==> config.mk <==
export PLATFORM = sky130hd
export DESIGN_NAME = fifo_read_ctrl
export DESIGN_NICKNAME = d
export VERILOG_FILES = /design/src/rtl/fifo_read_ctrl.sv
export SDC_FILE = /design/constraint.sdc
export NUM_CORES = 1
export LEC_CHECK = 0
export BUFFER_PORTS_ARGS = -buffer_cell sky130_fd_sc_hd__buf_4
export CORE_AREA = 2 2 73 93
export DETAILED_ROUTE_END_ITERATION = 7
export DIE_AREA = 0 0 75 95
export GPL_TIMING_DRIVEN = 0
export PLACE_DENSITY_LB_ADDON = 0.15
export SYNTH_ARGS = -nofsm -noshare
export SYNTH_HDL_FRONTEND = slang
export SYNTH_SLANG_ARGS = --single-unit
export TNS_END_PERCENT = 1
==> constraint.sdc <==
create_clock -name clk_in -period 4.5 [get_ports clk_in]
set_clock_uncertainty 0.05 [all_clocks]
set_input_delay 0.45 -clock clk_in [delete_from_list [all_inputs] [get_ports clk_in]]
set_output_delay 0.45 -clock clk_in [all_outputs]
set_load 0.05 [all_outputs]
==> src/rtl/fifo_read_ctrl.sv <==
// Read-side FIFO controller: issues memory reads while the memory holds words
// and the 2-entry output buffer has room, then streams the words out on valid/ready.
module fifo_read_ctrl #(
    parameter int N    = 8,
    parameter int DEEP = 8
) (
    input  logic            clk_in,
    input  logic            rst_n,
    input  logic [DEEP:0]   wr_ptr,
    output logic            mem_r_en,
    output logic [DEEP-1:0] mem_address_r,
    input  logic [N-1:0]    mem_data,
    output logic [DEEP:0]   rd_ptr,
    output logic [N-1:0]    data_o,
    output logic            valid_o,
    input  logic            ready_i,
    output logic            empty,
    output logic [DEEP+1:0] level
);

    logic [DEEP:0] rd_ptr_q, rd_ptr_d;
    logic [1:0]    count_q, count_d;
    logic [N-1:0]  head_q, head_d;
    logic [N-1:0]  tail_q, tail_d;

    logic          mem_empty;
    logic          pop;
    logic [DEEP:0] mem_entries;

    assign mem_empty = (wr_ptr == rd_ptr_q);

    // Issue depends only on registered occupancy, keeping ready_i off the memory path.
    assign mem_r_en      = rst_n && !mem_empty && (count_q != 2'd2);
    assign mem_address_r = rd_ptr_q[DEEP-1:0];
    assign pop           = valid_o && ready_i;

    always_comb begin
        rd_ptr_d = rd_ptr_q;
        count_d  = count_q;
        head_d   = head_q;
        tail_d   = tail_q;

        if (mem_r_en) begin
            rd_ptr_d = rd_ptr_q + (DEEP+1)'(1);
        end

        // Capture with pop is only possible at count 1, so the new word becomes the head.
        case ({mem_r_en, pop})
            2'b10: begin
                if (count_q == 2'd0) begin
                    head_d = mem_data;
                end else begin
                    tail_d = mem_data;
                end
                count_d = count_q + 2'd1;
            end
            2'b01: begin
                head_d  = tail_q;
                count_d = count_q - 2'd1;
            end
            2'b11: begin
                head_d = mem_data;
            end
            default: begin
            end
        endcase
    end

    always_ff @(posedge clk_in) begin
        if (!rst_n) begin
            rd_ptr_q <= '0;
            count_q  <= '0;
            head_q   <= '0;
            tail_q   <= '0;
        end else begin
            rd_ptr_q <= rd_ptr_d;
            count_q  <= count_d;
            head_q   <= head_d;
            tail_q   <= tail_d;
        end
    end

    assign mem_entries = wr_ptr - rd_ptr_q;

    assign rd_ptr  = rd_ptr_q;
    assign data_o  = head_q;
    assign valid_o = (count_q != 2'd0);
    assign empty   = mem_empty && (count_q == 2'd0);
    assign level   = {1'b0, mem_entries} + {{DEEP{1'b0}}, count_q};

endmodule

==> impl_metrics.env <==
export IMPL_syn_to_final_growth_pct=29.9
export IMPL_wl_microns=4280
export IMPL_via_per_inst=4.45
export IMPL_whs_endpoint="tail_q[0]$_SDFFE_PN0P_"
export IMPL_synth_nets=253
export IMPL_io_buffers=57
export IMPL_first_iter_violations=58
export IMPL_setup_ws_ps=1140
export IMPL_fin_crit_ps=3360
export IMPL_antenna_found_initial=0
export IMPL_start_util_pct=30.9
export IMPL_worstPathRequired_ps=4000
export IMPL_cts_repair_resized=0
export IMPL_grt_max_degree=16
export IMPL_utilization_pct=40.1
export IMPL_gp_congestion=0.726
export IMPL_setup_violations_final=0
export IMPL_grt_pass1_wl_microns=7130
export IMPL_root_buffer="clkbuf_8"
export IMPL_synth_top_flop_cell="dfxtp_1"
export IMPL_grt_pass1_vias=1595
export IMPL_p_per_area_mw_per_mm2=539
export IMPL_synth_most_common_cell="dfxtp_1"
export IMPL_post_route_period_util_pct=74.7
export IMPL_core_sq_mm=0.00632
export IMPL_grt_usage_pct=12.6
export IMPL_status="finished, final reports clean"
export IMPL_cts_max_level=1
export IMPL_drive_gt1_share_pct=30.5
export IMPL_maxSlewHeadroom_pct=68.4
export IMPL_slew_violations=0
export IMPL_die_h_microns=95
export IMPL_synth_edf_count=0
export IMPL_synth_top_area_share_pct=27.7
export IMPL_clk_latency_ps=270
export IMPL_antennaDiodeCount=0
export IMPL_fin_nets=315
export IMPL_hold_viol_final=0
export IMPL_path_buf_inv=1
export IMPL_leakage_nw=1.22
export IMPL_crit_path_max_fanout=6
export IMPL_crit_family="adder cells"
export IMPL_cts_sinks=27
export IMPL_clk_pin_slew_ps=100
export IMPL_via_count=1629
export IMPL_crit_type="reg -> out"
export IMPL_wl_per_cell_microns=11.7
export IMPL_cts_setup_buffers=0
export IMPL_r2r_end="count_q[1]$_SDFFE_PN0P_"
export IMPL_maxCapViolations=0
export IMPL_clk_path_buf_depth=2
export IMPL_crit_chain="ha_1 > fa_1 > nand2b_1 > a211o_2 > a311oi_2 > and4bb_1 > nand4b_1 > xnor2_1 > buf_4"
export IMPL_rsz0062_at_grt="no"
export IMPL_cts_tree="done"
export IMPL_grt_overflow=0
export IMPL_yosysWarnings=0
export IMPL_peakVddDrop_mv=0.300
export IMPL_dp_hpwl_microns=3500
export IMPL_numCtsBuffers=3
export IMPL_cp_slowest_cell="dfxtp_1"
export IMPL_syn_area_sq_mm=0.00195
export IMPL_layoutNonFillerInstCount=366
export IMPL_dp_slack_ps=1240
export IMPL_rows=33
export IMPL_tightest_slew_ps=474
export IMPL_r2r_slack_ps=1690
export IMPL_ys_top_cells_by_area="dfxtp_1 (28%), ha_1 (8.3%), mux2i_1 (8.2%)"
export IMPL_end_kind="primary output"
export IMPL_crit_cells=9
export IMPL_arrival_ps=2860
export IMPL_whs_ps=390
export IMPL_ys_types=46
export IMPL_synth_avg_cell_area_sq_um=8.95
export IMPL_drcViolationCount=0
export IMPL_setup_tns_ps=0
export IMPL_yosys_top_cells_count="dfxtp_1 (27), nand2_1 (19), mux2i_1 (16)"
export IMPL_antenna_left=0
export IMPL_die_w_microns=75
export IMPL_reg2reg_depth=12
export IMPL_worstSetupStartpointType="register"
export IMPL_hold_buffers=0
export IMPL_worstHoldStart="mem_data[0]"
export IMPL_regToRegStartpoint="rd_ptr[6]$_SDFFE_PN0P_"
export IMPL_yosysTopAreaCell="dfxtp_1"
export IMPL_cp_startpoint="rd_ptr[0]$_SDFFE_PN0P_"
export IMPL_firstDrtPassIters=4
export IMPL_hold_depth=3
export IMPL_ys_seq_area_share_pct=27.7
export IMPL_yosys_register_bits=27
export IMPL_max_freq_mhz=298
export IMPL_slowest_delay_ps=400
export IMPL_dieArea_sq_mm=0.00713
export IMPL_netlist_instances=218
export IMPL_async_flop_share_pct=0
export IMPL_io_pins=58
export IMPL_hold_class="in -> reg"
export IMPL_place_inst=362
-- where the power goes --
part	internal, mW	total [mW]	switching, mW
sequential	0.297	0.346	0.0490
combinational	0.312	0.882	0.570
clock	0.0620	0.137	0.0754
-- worst register-to-register path, delay by kind of cell (launching register included) --
| kind | cells | cell delay (ps) |
|---|---|---|
| AO/OA/AOI/OAI | 2 | 540 |
| XOR/XNOR | 1 | 110 |
| adder cells (fa/ha/maj) | 2 | 400 |
| buffers and inverters | 5 | 730 |
| flip-flops | 1 | 450 |
| AND/OR/NAND/NOR | 2 | 480 |
-- registers in the layout (all words and copies together), names as in the netlist --
register  cells
count_q       2
data_o        8
rd_ptr        9
tail_q        8
-- how the worst max path moves through the flow --
stage / slack, ps / to
finish: 1140 / level[8]
global route: 930 / level[9]
CTS: 1100 / level[9]
detailed placement: 1240 / level[8]
global placement: 1260 / level[9]
floorplan: 820 / level[9]
-- stage by stage --
step / power (mW) / instance area, sq um
after floorplan: 1.03 / 1950
after global placement: 1.24 / 2490
after detailed placement: 1.24 / 2490
after CTS: 1.39 / 2530
after global routing: 1.46 / 2530
final: 1.37 / 2530
-- cells in the final DEF, fill, tap and decap left out, types with 4 or more instances in the layout --
cell type  instances
ha_1              13
nand2b_1           7
xor2_1             9
buf_4             67
nor2b_1            8
o21ai_0            5
clkbuf_1           4
and2_1             6
nor2_1             9
mux2i_1           16
nand3_1            5
o211a_1            8
xnor2_1           10
nand2_1           19
a21oi_1            6
inv_1             15
dfxtp_1           27
-- cell families (layout without fill, tap and decap cells) --
| group | after synthesis | in the layout | share of synthesized area (%) |
|---|---|---|---|
| adder cells (fa/ha/maj) | 15 | 15 | 10.4 |
| buffers and inverters | 32 | 93 | 8.59 |
| flip-flops | 27 | 27 | 27.7 |
| multiplexers | 16 | 16 | 8.21 |
| AO/OA/AOI/OAI | 36 | 36 | 15.1 |
| AND/OR/NAND/NOR | 73 | 73 | 21.5 |
| XOR/XNOR | 19 | 19 | 8.53 |
-- layout make-up --
class,instances,area (sq um)
multi-input cells,159,1240
fillers,674,3780
well taps,87,109
flip-flops and latches,27,541
clock inverters,1,5.00
repair buffers,57,428
plain buffers,17,111
clock buffers,3,41.3
inverters,15,56.3
-- per-layer routing --
| layer | GRT usage, % | routed length [microns] |
|---|---|---|
| met5 | 0 | 0 |
| met4 | 3.57 | 43 |
| met3 | 1.92 | 213 |
| met2 | 22.1 | 2170 |
| met1 | 15.6 | 1860 |
No activity file was read; power rests on OpenSTA's default activity.
